--- src/rtl/mem_access_ctrl.sv ---
// mem_access_ctrl: routes MEM-stage accesses to the internal data RAM or an external req/ack bus with timeout.
module mem_access_ctrl #(
  parameter int TIMEOUT   = 255,
  parameter int CNT_WIDTH = 8
) (
  input  logic        clk,
  input  logic        rst,
  input  logic [15:0] acc_addr,
  input  logic [15:0] acc_wdata,
  input  logic        acc_rd,
  input  logic        acc_wr,
  output logic [15:0] acc_rdata,
  output logic        stall,
  output logic        bus_err,
  output logic [15:0] mem_access_addr,
  output logic [15:0] mem_write_data,
  output logic        mem_write_en,
  input  logic [15:0] mem_read_data,
  output logic        ext_req,
  output logic        ext_we,
  output logic [15:0] ext_addr,
  output logic [15:0] ext_wdata,
  input  logic [15:0] ext_rdata,
  input  logic        ext_ack
);
  typedef enum logic [1:0] {IDLE, REQ, DONE} state_t;
  state_t state, state_nx;
  logic [CNT_WIDTH-1:0] cnt, cnt_inc;
  logic [15:0] result;
  logic ext, tmo;
  assign ext = (acc_rd | acc_wr) & acc_addr[15];
  assign cnt_inc = cnt + CNT_WIDTH'(1);
  assign tmo = cnt_inc == CNT_WIDTH'(TIMEOUT);
  assign mem_access_addr = acc_addr;
  assign mem_write_data = acc_wdata;
  always_ff @(posedge clk or posedge rst)
    if (rst) state <= IDLE;
    else state <= state_nx;
  always_comb begin
    state_nx = state == IDLE ? (ext ? REQ : IDLE) :
               state == REQ  ? ((ext_ack | tmo) ? DONE : REQ) : IDLE;
    stall = (state == IDLE && ext) || state == REQ;
    mem_write_en = state == IDLE && acc_wr && !acc_addr[15];
    acc_rdata = state == DONE ? result : mem_read_data;
  end
  // ack has priority over a coinciding timeout
  always_ff @(posedge clk or posedge rst)
    if (rst) begin
      ext_req <= 1'b0;
      ext_we <= 1'b0;
      ext_addr <= '0;
      ext_wdata <= '0;
      result <= '0;
      cnt <= '0;
      bus_err <= 1'b0;
    end else if (state == IDLE) begin
      bus_err <= 1'b0;
      if (ext) begin
        ext_req <= 1'b1;
        ext_we <= acc_wr;
        ext_addr <= acc_addr;
        ext_wdata <= acc_wdata;
        cnt <= '0;
      end
    end else if (state == REQ) begin
      cnt <= cnt_inc;
      if (ext_ack) begin
        result <= ext_we ? 16'h0000 : ext_rdata;
        ext_req <= 1'b0;
      end else if (tmo) begin
        result <= 16'hFFFF;
        bus_err <= 1'b1;
        ext_req <= 1'b0;
      end
    end else bus_err <= 1'b0;
endmodule

--- config.mk ---
export PLATFORM = sky130hd
export DESIGN_NAME = mem_access_ctrl
export DESIGN_NICKNAME = d
export VERILOG_FILES = /design/src/rtl/mem_access_ctrl.sv
export SDC_FILE = /design/constraint.sdc
export NUM_CORES = 1
export LEC_CHECK = 0
export BUFFER_PORTS_ARGS = -buffer_cell sky130_fd_sc_hd__buf_2
export CAP_MARGIN = 10
export CORE_UTILIZATION = 50
export DETAILED_ROUTE_END_ITERATION = 8
export GPL_ROUTABILITY_DRIVEN = 0
export GPL_TIMING_DRIVEN = 0
export PLACE_DENSITY = 0.86
export SLEW_MARGIN = 30
export SYNTH_ARGS = -nofsm -noshare
export SYNTH_HDL_FRONTEND = slang
export SYNTH_SLANG_ARGS = --single-unit
--- constraint.sdc ---
create_clock -name clk -period 3.6 [get_ports clk]
set_clock_uncertainty 0.2 [all_clocks]
set_input_delay 0.36 -clock clk [delete_from_list [all_inputs] [get_ports clk]]
set_output_delay 0.36 -clock clk [all_outputs]
set_load 0.01 [all_outputs]
Yosys cells after proc, flatten, opt, wreduce, memory -nomap -nowiden
Index checks and enable logic that the tools add are counted.
{"block": "totals", "input_bits": 69, "output_inout_bits": 85, "reg_bits": 61}
{"block": "classes", "add_sub_neg": 1, "muxes": 20, "n_eq_ne": 6, "n_reduce_logical": 14, "n_bitwise": 4}
{"operator": "$mux 16", "count": 4}
{"operator": "$mux 8", "count": 3}
{"operator": "$mux 1", "count": 10}
{"operator": "$add 8x1->8 const B", "count": 1}
{"operator": "$eq 8x8->1 const B", "count": 1}
{"operator": "$mux 2", "count": 3}
{"operator": "$ne 3x3->1 const B", "count": 2}
{"operator": "$reduce_and 2->1", "count": 3}
{"operator": "$reduce_and 3->1", "count": 2}
{"operator": "$reduce_bool 2->1", "count": 2}
{"operator": "$logic_and 1x1->1", "count": 3}
{"operator": "$reduce_bool 3->1", "count": 1}
{"operator": "$eq 2x1->1 const B", "count": 1}
{"operator": "$eq 2x2->1 const B", "count": 1}
{"operator": "$logic_not 2->1", "count": 1}
{"operator": "$ne 2x2->1 const B", "count": 1}
{"operator": "$or 1x1->1", "count": 2}
{"operator": "$and 1x1->1", "count": 1}
{"operator": "$logic_not 1->1", "count": 1}
{"operator": "$logic_or 1x1->1", "count": 1}
{"operator": "$not 1->1", "count": 1}

Logic depth before layout (Yosys ltp)
Gate-level depths: netlist of run 1.
{"block": "depth", "depth_word": 6, "mapped_depth": 7, "mapped_depth_nobuf": 5}

Least setup slack after synthesis of run 1
Ideal clock, no wire load.
{"block": "synth_path", "path_kind": "flip-flop to output port", "start": "register state[0]", "end": "output port acc_rdata[10]", "path_stages_with_launch": 5, "setup_slack_ns": 1.752, "arrival_ns": 1.288, "t_required_ns": 3.040, "path_cell_list": "dfrtp_1 > nand2b_1 > buf_2 > buf_2 > mux2_2"}
{"block": "synth_via", "elab_chain_cells": 2}
{"element": "from (decl)", "line_no": "27", "rtl": "state_t state, state_nx;"}
{"element": "from (signal assigned)", "line_no": "38", "rtl": "else state <= state_nx;"}
{"element": "$eq 2x2->1", "line_no": "44", "rtl": "acc_rdata = state == DONE ? result : mem_read_data;"}
{"element": "$mux 16", "line_no": "44"}
{"element": "to (decl)", "line_no": "12", "rtl": "output logic [15:0] acc_rdata,"}
Every way passes these cells.

Worst setup path in the final report of run 1
{"block": "layout_path", "start": "register state[0]", "end": "output port acc_rdata[11]"}
Same word-level chain as after synthesis.

==> results of run 1 <==
Yosys cell counts (2+ instances only):
library cell	number
buf_4	35
ha_1	2
nor2_1	20
buf_2	6
o21a_1	2
o21ai_0	22
o22ai_1	20
inv_1	20
xor2_1	2
a21oi_2	10
nand3_1	2
a21oi_1	10
dfrtp_1	61
mux2_2	47
nand2b_1	2
clkbuf_1	5
nand2_1	10
sequential cells by signal (all words and copies together), names as in the netlist:
name	flops
state	2
ext_wdata	16
ext_we	1
ext_req	1
result	16
cnt	8
ext_addr	16
bus_err	1
critical path, delay by kind of cell, from the launching register on:
kind                   cells  cell delay (ns)
multiplexers               1             0.38
buffers and inverters      3             0.65
AND/OR/NAND/NOR            1             0.14
flip-flops                 1             0.48
metrics by stage:
step	cell area, sq um	instances	power, mW
after detailed placement	4070	524	1.939
after CTS	4287	541	2.586
after global routing	4287	541	2.719
after floorplan	3186	296	1.591
final	4287	541	2.564
after global placement	4040	523	1.887
power groups by stage:
stage                     Sequential, mW  Clock, mW  Combinational, mW
final                               1.05      0.642              0.870
after floorplan                     1.10          0              0.492
after detailed placement            1.06          0              0.875
after CTS                           1.05      0.655              0.880
after global routing                1.08      0.685              0.953
after global placement              1.05          0              0.838
routing by layer:
| metal | part of all wire, % | vias to the layer above | GRT usage [%] |
|---|---|---|---|
| li1 | - | 1317 | - |
| met5 | 0 | - | 0 |
| met2 | 54 | 94 | 44.21 |
| met3 | 6.5 | 12 | 6.333 |
| met1 | 38 | 1300 | 26.38 |
| met4 | 1.3 | 0 | 8.596 |
final timing paths:
check | start | endpoint | slack, ns | cells after the start
hold / removal | acc_addr[6] | ext_addr[6] | 0.08 | 2
setup / recovery | state[0] | acc_rdata[11] | 1.08 | 5
max in group asynchronous | rst | cnt[6] | 2.39 | 4
hold reg to reg | ext_addr[15] | ext_addr[15] | 0.26 | 1
setup reg to reg | cnt[0] | ext_req | 1.68 | 6
min in group asynchronous | rst | ext_wdata[10] | 0.32 | 3
final cells by class:
class	count	area, sq um	share of cell area, %
sequential	61	1526	35.61
multi-input combinational	166	1237	28.87
timing repair buffer	154	798.3	18.62
buffer	48	342.8	7.998
clock buffer	11	131.4	3.065
tap	75	93.84	2.189
inverter	21	81.33	1.897
clock inverter	5	75.07	1.751
logic make-up (layout without fill, tap and decap cells):
logic type,count (synthesis),count (layout),share of synthesized area [%]
multiplexers,47,47,16.61
flip-flops,61,61,47.92
XOR/XNOR,3,3,0.8250
buffers and inverters,69,239,13.24
adder cells (fa/ha/maj),2,2,0.7854
AND/OR/NAND/NOR,46,46,7.346
AO/OA/AOI/OAI,68,68,13.28
==> impl_metrics.csv, run 1 <==
group,metric,value,unit
final_layout,nNetsFinal,532,
routing,firstDrtPassIters,4,
synthesis,synth_ff_type,"dfrtp_1",
setup_path,slowest_stage,"dfrtp_1",
cts,hold_buffers,1,
timing,setup_violations,0,
power,p_sw_share,32.67,%
power,p_comb_share,33.9,%
setup_path,start_kind,"flop",
cts,ctsResizeCount,0,
synthesis,synth_top_area_cell,"dfrtp_1",
run,cap_violations,0,
setup_path,worst-path-max-fanout,10,
setup_path,cp.required,3.04,ns
timing,slew-limit-headroom,68.31,%
die,initial_utilization,52.87,%
synthesis,syn_area,3186,sq um
synthesis,synth_edf_count,0,
power,p_leak,2.183,nW
grt,grt_pass1_vias,2599,
synthesis,synth_nets,367,
grt,grt_max_degree,48,
setup_path,endpoint_kind,"output port",
cts,cts_buffers,9,
synthesis,ys_types,37,
timing,maxSlewViolCount,0,
timing,worst_pin_slew,0.4754,ns
die,fp-row-count,28,
synthesis,seq_area_frac_synth,47.92,%
timing,setup_ws,1.079,ns
setup_path,slowest_delay,0.48,ns
synthesis,synth_top_area_share,47.92,%
routing,via_per_inst,5.033,
cts,cts_root_buf,"clkbuf_8",
cts,path_clk_slew,0.07,ns
synthesis,async_flop_share,100.0,%
final_layout,drive_gt1_share,58.58,%
final_layout,final_cell_mix,"buf_2 (158), dfrtp_1 (61), mux2_2 (47)",
routing,drc,0,
cts,cts_tree,"done",
final_layout,mostFrequentLayoutCell,"buf_2",
die,core,6026,sq um
setup_path,crit_chain,"nand2b_1 > buf_2 > buf_2 > mux2_2 > buf_2",
cts,clkLatencyLatePin,0.32,ns
grt,antenna_found_initial,0,
power,p_clk_share,25.0,%
placement,port-buffer-count,152,
power,ir_worst_vdd,0.3104,mV
timing,rsz0062_at_grt,"no",
timing,finalSetupTns,0,ns
final_layout,post-route-util,71.14,%
timing,fmax,396.7,MHz
grt,grt_usage,24.05,%
power,power_switching,0.8377,mW
routing,routed_wl,7874,um
timing,fin_crit,2.521,ns
setup_path,cp.arrival,1.96,ns
power,p_seq_share,41.0,%
cts,clock-sinks,61,
synthesis,ys_seq_elements,61,
power,power.internal,1.726,mW
routing,antenna_left,0,
synthesis,synth_area_leaders,"dfrtp_1 (48%), mux2_2 (17%), buf_4 (8.2%), o22ai_1 (3.9%), o21ai_0 (3.5%)",
timing,hold_violations,0,
placement,hpwl,5929,um
cts,cts_max_path_buffers,2,
setup_path,crit_top_cell,"buf_2",
cts,postCtsSetupBuffers,0,
placement,place_ws,1.420,ns
final_layout,syn_to_final_growth,34.56,%
synthesis,postSynthCellCount,296,
timing,fin_crit_sh,70.03,%
setup_path,critPathKind,"flop to output port",
timing,whs,0.08410,ns
synthesis,syn_area_per_cell,10.76,sq um
grt,grt_overflow,0,
routing,vias,2723,
final_layout,antenna_cells,0,
die,io_pins,154,
cts,cts_max_level,3,
synthesis,ys_warn_count,0,
outcome,status,"finished clean",
routing,avgRoutedWirePerCell,14.55,um
grt,grt_pass1_wl,11930,um
die,chipWidth,81.82,um
routing,drt_iter0_drc,74,
die,die_h,81.82,um
final_layout,nFillCells,475,
min_path,hold_path.class,"primary input to flop",
power,power_density,598.1,nW/um^2
die,dieArea,6695,sq um
No activity file was read; power rests on OpenSTA's default activity.
==> inputs of run 2 (changes only) <==
--- a/config.mk
+++ b/config.mk
@@ -7,11 +7,11 @@
 export LEC_CHECK = 0
 export BUFFER_PORTS_ARGS = -buffer_cell sky130_fd_sc_hd__buf_2
 export CAP_MARGIN = 10
-export CORE_UTILIZATION = 50
+export CORE_UTILIZATION = 46
 export DETAILED_ROUTE_END_ITERATION = 8
 export GPL_ROUTABILITY_DRIVEN = 0
 export GPL_TIMING_DRIVEN = 0
-export PLACE_DENSITY = 0.86
+export PLACE_DENSITY = 0.8
 export SLEW_MARGIN = 30
 export SYNTH_ARGS = -nofsm -noshare
 export SYNTH_HDL_FRONTEND = slang
==> constraint.sdc (replaced) <==
create_clock -name clk -period 2.4 [get_ports clk]
set_clock_uncertainty 0.2 [all_clocks]
set_input_delay 0.24 -clock clk [delete_from_list [all_inputs] [get_ports clk]]
set_output_delay 0.24 -clock clk [all_outputs]
set_load 0.01 [all_outputs]
==> run 2 against run 1 <==
Combinational power rose by 59%. Non-clock buffer count rose by 33. Clock power rose by 43%.
==> impl_metrics.csv, run 2 (synthesis results as in run 1) <==
group,metric,value,unit
outcome,status,"finished clean",
routing,vias,2917,
die,dieArea,7262,sq um
die,chipWidth,85.22,um
die,die_h,85.22,um
timing,fin_crit_sh,95.59,%
grt,grt_usage,25.76,%
cts,cts_tree,"done",
power,power_density,842.3,nW/um^2
cts,cts_max_level,3,
final_layout,final_cell_area,4609,sq um
setup_path,slowest_stage,"dfrtp_2",
setup_path,endpoint_kind,"output port",
final_layout,antenna_cells,0,
routing,avgRoutedWirePerCell,15.76,um
die,core,6531,sq um
cts,cts_buffers,9,
placement,hpwl,5883,um
cts,clock-sinks,61,
timing,fmax,435.9,MHz
timing,setup_violations,0,
timing,fin_crit,2.294,ns
routing,drc,0,
grt,grt_overflow,0,
power,ir_worst_vdd,0.4000,mV
routing,antenna_left,0,
grt,antenna_found_initial,0,
setup_path,crit_chain,"nand2b_1 > buf_2 > buf_4 > mux2_2 > buf_2",
timing,worst_pin_slew,0.4980,ns
setup_path,start_kind,"flop",
grt,met3_usage,6.420,%
timing,slew-limit-headroom,66.69,%
final_layout,final_cells,576,
cts,path_clk_slew,0.07,ns
cts,clkLatencyLatePin,0.34,ns
final_layout,post-route-util,70.57,%
final_layout,nNetsFinal,565,
timing,hold_violations,0,
cts,cts_root_buf,"clkbuf_8",
placement,port-buffer-count,152,
setup_path,critPathKind,"flop to output port",
setup_path,worst-path-max-fanout,10,
setup_path,cp.required,1.96,ns
setup_path,crit_top_cell,"buf_2",
final_layout,final_cell_mix,"buf_2 (157), dfrtp_1 (60), mux2_2 (47)",
routing,drt_iter0_drc,136,
routing,routed_wl,9077,um
timing,rsz0062_at_grt,"no",
run,cap_violations,0,
grt,met2_usage,45.60,%
routing,via_per_inst,5.064,
final_layout,drive_gt1_share,55.31,%
routing,firstDrtPassIters,4,
final_layout,mostFrequentLayoutCell,"buf_2",
grt,grt_pass1_vias,2951,
placement,place_ws,0.3265,ns
final_layout,largestRegisters,"ext_addr x16, ext_wdata x16, result x16",
setup_path,cp.arrival,1.85,ns
grt,grtUsageMet1,30.43,%
die,fp-row-count,29,
setup_path,slowest_delay,0.43,ns
cts,postCtsSetupBuffers,0,
grt,grt_max_degree,39,
placement,place_area,4065,sq um
cts,cts_max_path_buffers,2,
power,p_leak,2.305,nW
final_layout,syn_to_final_growth,44.70,%
min_path,hold_path.class,"primary input to flop",
die,initial_utilization,48.77,%
timing,setup_ws,0.1059,ns
grt,grt_pass1_wl,14330,um
timing,maxSlewViolCount,0,
die,io_pins,154,
grt,grt.busiest_layer,"met2",
placement,dpl.cell_count,526,
-- run 2: power by group --
| group | switching, mW | internal, mW |
|---|---|---|
| clock | 0.412 | 0.503 |
| sequential | 0.237 | 1.35 |
| combinational | 0.679 | 0.697 |
-- run 2: per-stage QoR --
stage	hold WS [ns]	setup TNS [ns]	total power, mW
2_1_floorplan	0.1797	0	2.387
3_3_place_gp	0.2584	-17.69	2.830
3_5_place_dp	0.02629	0	2.901
4_1_cts	0.05450	0	3.870
5_1_grt	0.06504	0	4.122
6_report	0.06495	0	3.883
-- run 2: repair_timing --
item	in CTS	in global routing
gates resized for setup	1	1
pin swaps	0	0
hold buffers	34	0
hold endpoints to repair	93	0
endpoints found under the setup margin	10	3
-- run 2: final timing paths --
kind                               from  slack (ns)       endpoint  depth (start not counted)
min in group asynchronous           rst        0.22   ext_addr[12]                          3
setup reg to reg               state[1]        0.40   ext_addr[10]                          4
hold reg to reg            ext_addr[15]        0.28   ext_addr[15]                          1
max in group asynchronous           rst        1.27      result[5]                          4
setup / recovery               state[0]        0.11  acc_rdata[10]                          5
hold / removal                  ext_ack        0.06     result[12]                          3
-- run 2: final cells by class --
type	count	area [sq um]
Inverter	21	81.33
Fill cell	480	1922
Timing Repair Buffer	187	1121
Clock buffer	10	137.6
Tap cell	77	96.34
Sequential cell	61	1528
Multi-Input combinational cell	166	1237
Clock inverter	6	62.56
Buffer	48	345.3
-- run 2: per-layer routing --
metal  wire [um]  part of all wire [%]
met4         185                   2.0
met5           0                     0
met2        4660                    51
met3         562                   6.2
met1        3668                    40
-- run 2: critical path: cells and delay by family, from the launching register on --
| kind | cells | cell delay [ns] |
|---|---|---|
| multiplexers | 1 | 0.36 |
| flip-flops | 1 | 0.43 |
| AND/OR/NAND/NOR | 1 | 0.11 |
| buffers and inverters | 3 | 0.61 |
==> inputs of run 3 (changes only) <==
--- a/config.mk
+++ b/config.mk
@@ -7,11 +7,11 @@
 export LEC_CHECK = 0
 export BUFFER_PORTS_ARGS = -buffer_cell sky130_fd_sc_hd__buf_2
 export CAP_MARGIN = 10
-export CORE_UTILIZATION = 46
+export CORE_UTILIZATION = 42
 export DETAILED_ROUTE_END_ITERATION = 8
 export GPL_ROUTABILITY_DRIVEN = 0
-export GPL_TIMING_DRIVEN = 0
-export PLACE_DENSITY = 0.8
+export PLACE_DENSITY = 0.74
+export REMOVE_ABC_BUFFERS = 1
 export SLEW_MARGIN = 30
 export SYNTH_ARGS = -nofsm -noshare
 export SYNTH_HDL_FRONTEND = slang
==> run 3 against run 2 <==
Design area down 5.3%. Maximum frequency up 8.3%. Highest routed layer unchanged. Non-clock buffer count is 42 lower. Critical path type is now primary input to output port.
==> impl_metrics.csv, run 3 (synthesis results as in run 1) <==
group,metric,value,unit
cts,cts_tree,"done",
final_layout,final_cells,555,
routing,avgRoutedWirePerCell,15.23,um
placement,dpl.cell_count,506,
final_layout,drive_gt1_share,52.19,%
grt,grt_overflow,0,
die,io_pins,154,
routing,firstDrtPassIters,4,
cts,cts_max_level,3,
setup_path,endpoint_kind,"output port",
die,chipWidth,89.09,um
cts,path_clk_slew,0.07,ns
timing,fin_crit,2.117,ns
die,dieArea,7937,sq um
setup_path,slowest_delay,0.54,ns
setup_path,crit_top_cell,"buf_2",
grt,grt_usage,22.69,%
routing,vias,2740,
power,power_density,886.3,nW/um^2
final_layout,mostFrequentLayoutCell,"buf_2",
setup_path,cp.required,1.96,ns
final_layout,antenna_cells,0,
min_path,hold_path.class,"primary input to flop",
placement,port-buffer-count,153,
setup_path,cp.arrival,1.68,ns
timing,worst_pin_slew,0.5304,ns
die,initial_utilization,43.69,%
cts,cts_max_path_buffers,2,
final_layout,final_cell_mix,"buf_2 (153), dfrtp_1 (61), mux2_2 (47)",
setup_path,worst-path-max-fanout,6,
die,die_h,89.09,um
cts,cts_root_buf,"clkbuf_8",
power,p_leak,2.139,nW
routing,via_per_inst,4.937,
timing,maxSlewViolCount,0,
timing,rsz0062_at_grt,"no",
final_layout,nNetsFinal,523,
routing,drc,0,
outcome,status,"finished clean",
cts,clock-sinks,61,
timing,fmax,472.3,MHz
timing,fin_crit_sh,88.22,%
timing,finalSetupTns,0,ns
die,fp-row-count,31,
setup_path,slowest_stage,"dlygate4sd3_1",
routing,drt_iter0_drc,128,
die,core,7292,sq um
final_layout,syn_to_final_growth,37.08,%
run,cap_violations,0,
routing,antenna_left,0,
placement,hpwl,5456,um
setup_path,crit_chain,"dlygate4sd3_1 > buf_2 > nor2_1 > o21a_1 > inv_1 > buf_2",
final_layout,post-route-util,59.88,%
grt,antenna_found_initial,0,
timing,slew-limit-headroom,64.42,%
cts,cts_buffers,9,
power,ir_worst_vdd,0.5373,mV
grt,grt_pass1_vias,2781,
setup_path,start_kind,"primary input",
timing,setup_violations,0,
grt,grt_pass1_wl,13270,um
final_layout,largestRegisters,"ext_addr x16, ext_wdata x16, result x16",
setup_path,critPathKind,"primary input to output port",
timing,hold_violations,0,
routing,routed_wl,8453,um
grt,grt_max_degree,55,
cts,clkLatencyLatePin,0.33,ns
==> run 3: path summary, 6_finish.rpt <==
| check | start | to | slack [ns] | cells past startpoint |
|---|---|---|---|---|
| max reg2reg | cnt[0] | state[1] | 0.37 | 6 |
| min | ext_rdata[15] | result[15] | 0.12 | 5 |
| max in group asynchronous | rst | cnt[6] | 1.31 | 4 |
| min reg2reg | ext_addr[15] | ext_addr[15] | 0.28 | 1 |
| min in group asynchronous | rst | ext_wdata[12] | 0.18 | 3 |
| max | acc_wr | stall | 0.28 | 6 |
==> run 3: through the flow <==
stage	setup slack, ns	hold WS, ns	area, sq um	power, mW
floorplan	0.02840	0.1797	2843	2.300
global placement	0.4422	-0.04727	3817	2.802
detailed placement	0.3875	-0.04630	3817	2.856
CTS	0.2389	0.1046	4367	3.872
global route	0.1233	0.1291	4367	4.119
finish	0.2827	0.1220	4367	3.870
==> run 3: critical path: cells and delay by family <==
kind	cells	cell delay, ns
buf+inv	4	0.89
simple gates	1	0.26
compound gates	1	0.28
==> run 3: layer usage <==
metal	up-vias	GRT usage [%]	share of wire, %
met5	-	0	0
met4	0	7.937	2.3
met3	17	7.202	7.4
met2	123	39.76	50
met1	1300	26.19	40
li1	1300	-	-
==> run 3: area by class of cell <==
cell class | count | area, sq um
Sequential cell | 61 | 1526
Timing Repair Buffer | 193 | 1189
Tap cell | 99 | 123.9
Fill cell | 626 | 2925
Clock inverter | 3 | 43.79
Clock buffer | 12 | 165.2
Multi-Input combinational cell | 166 | 1240
Inverter | 21 | 78.83
==> run 3: power by group <==
group	internal, mW	switching, mW	total, mW
registers	1.35	0.253	1.61
logic	0.669	0.645	1.31
clock network	0.559	0.391	0.951
total	2.58	1.29	3.87
==> run 3: timing repair <==
| action | 4_1_cts | 5_1_grt |
|---|---|---|
| hold endpoints to repair | 93 | 0 |
| gates resized for setup | 0 | 0 |
| hold buffers | 34 | 0 |
| setup buffers | 0 | 0 |
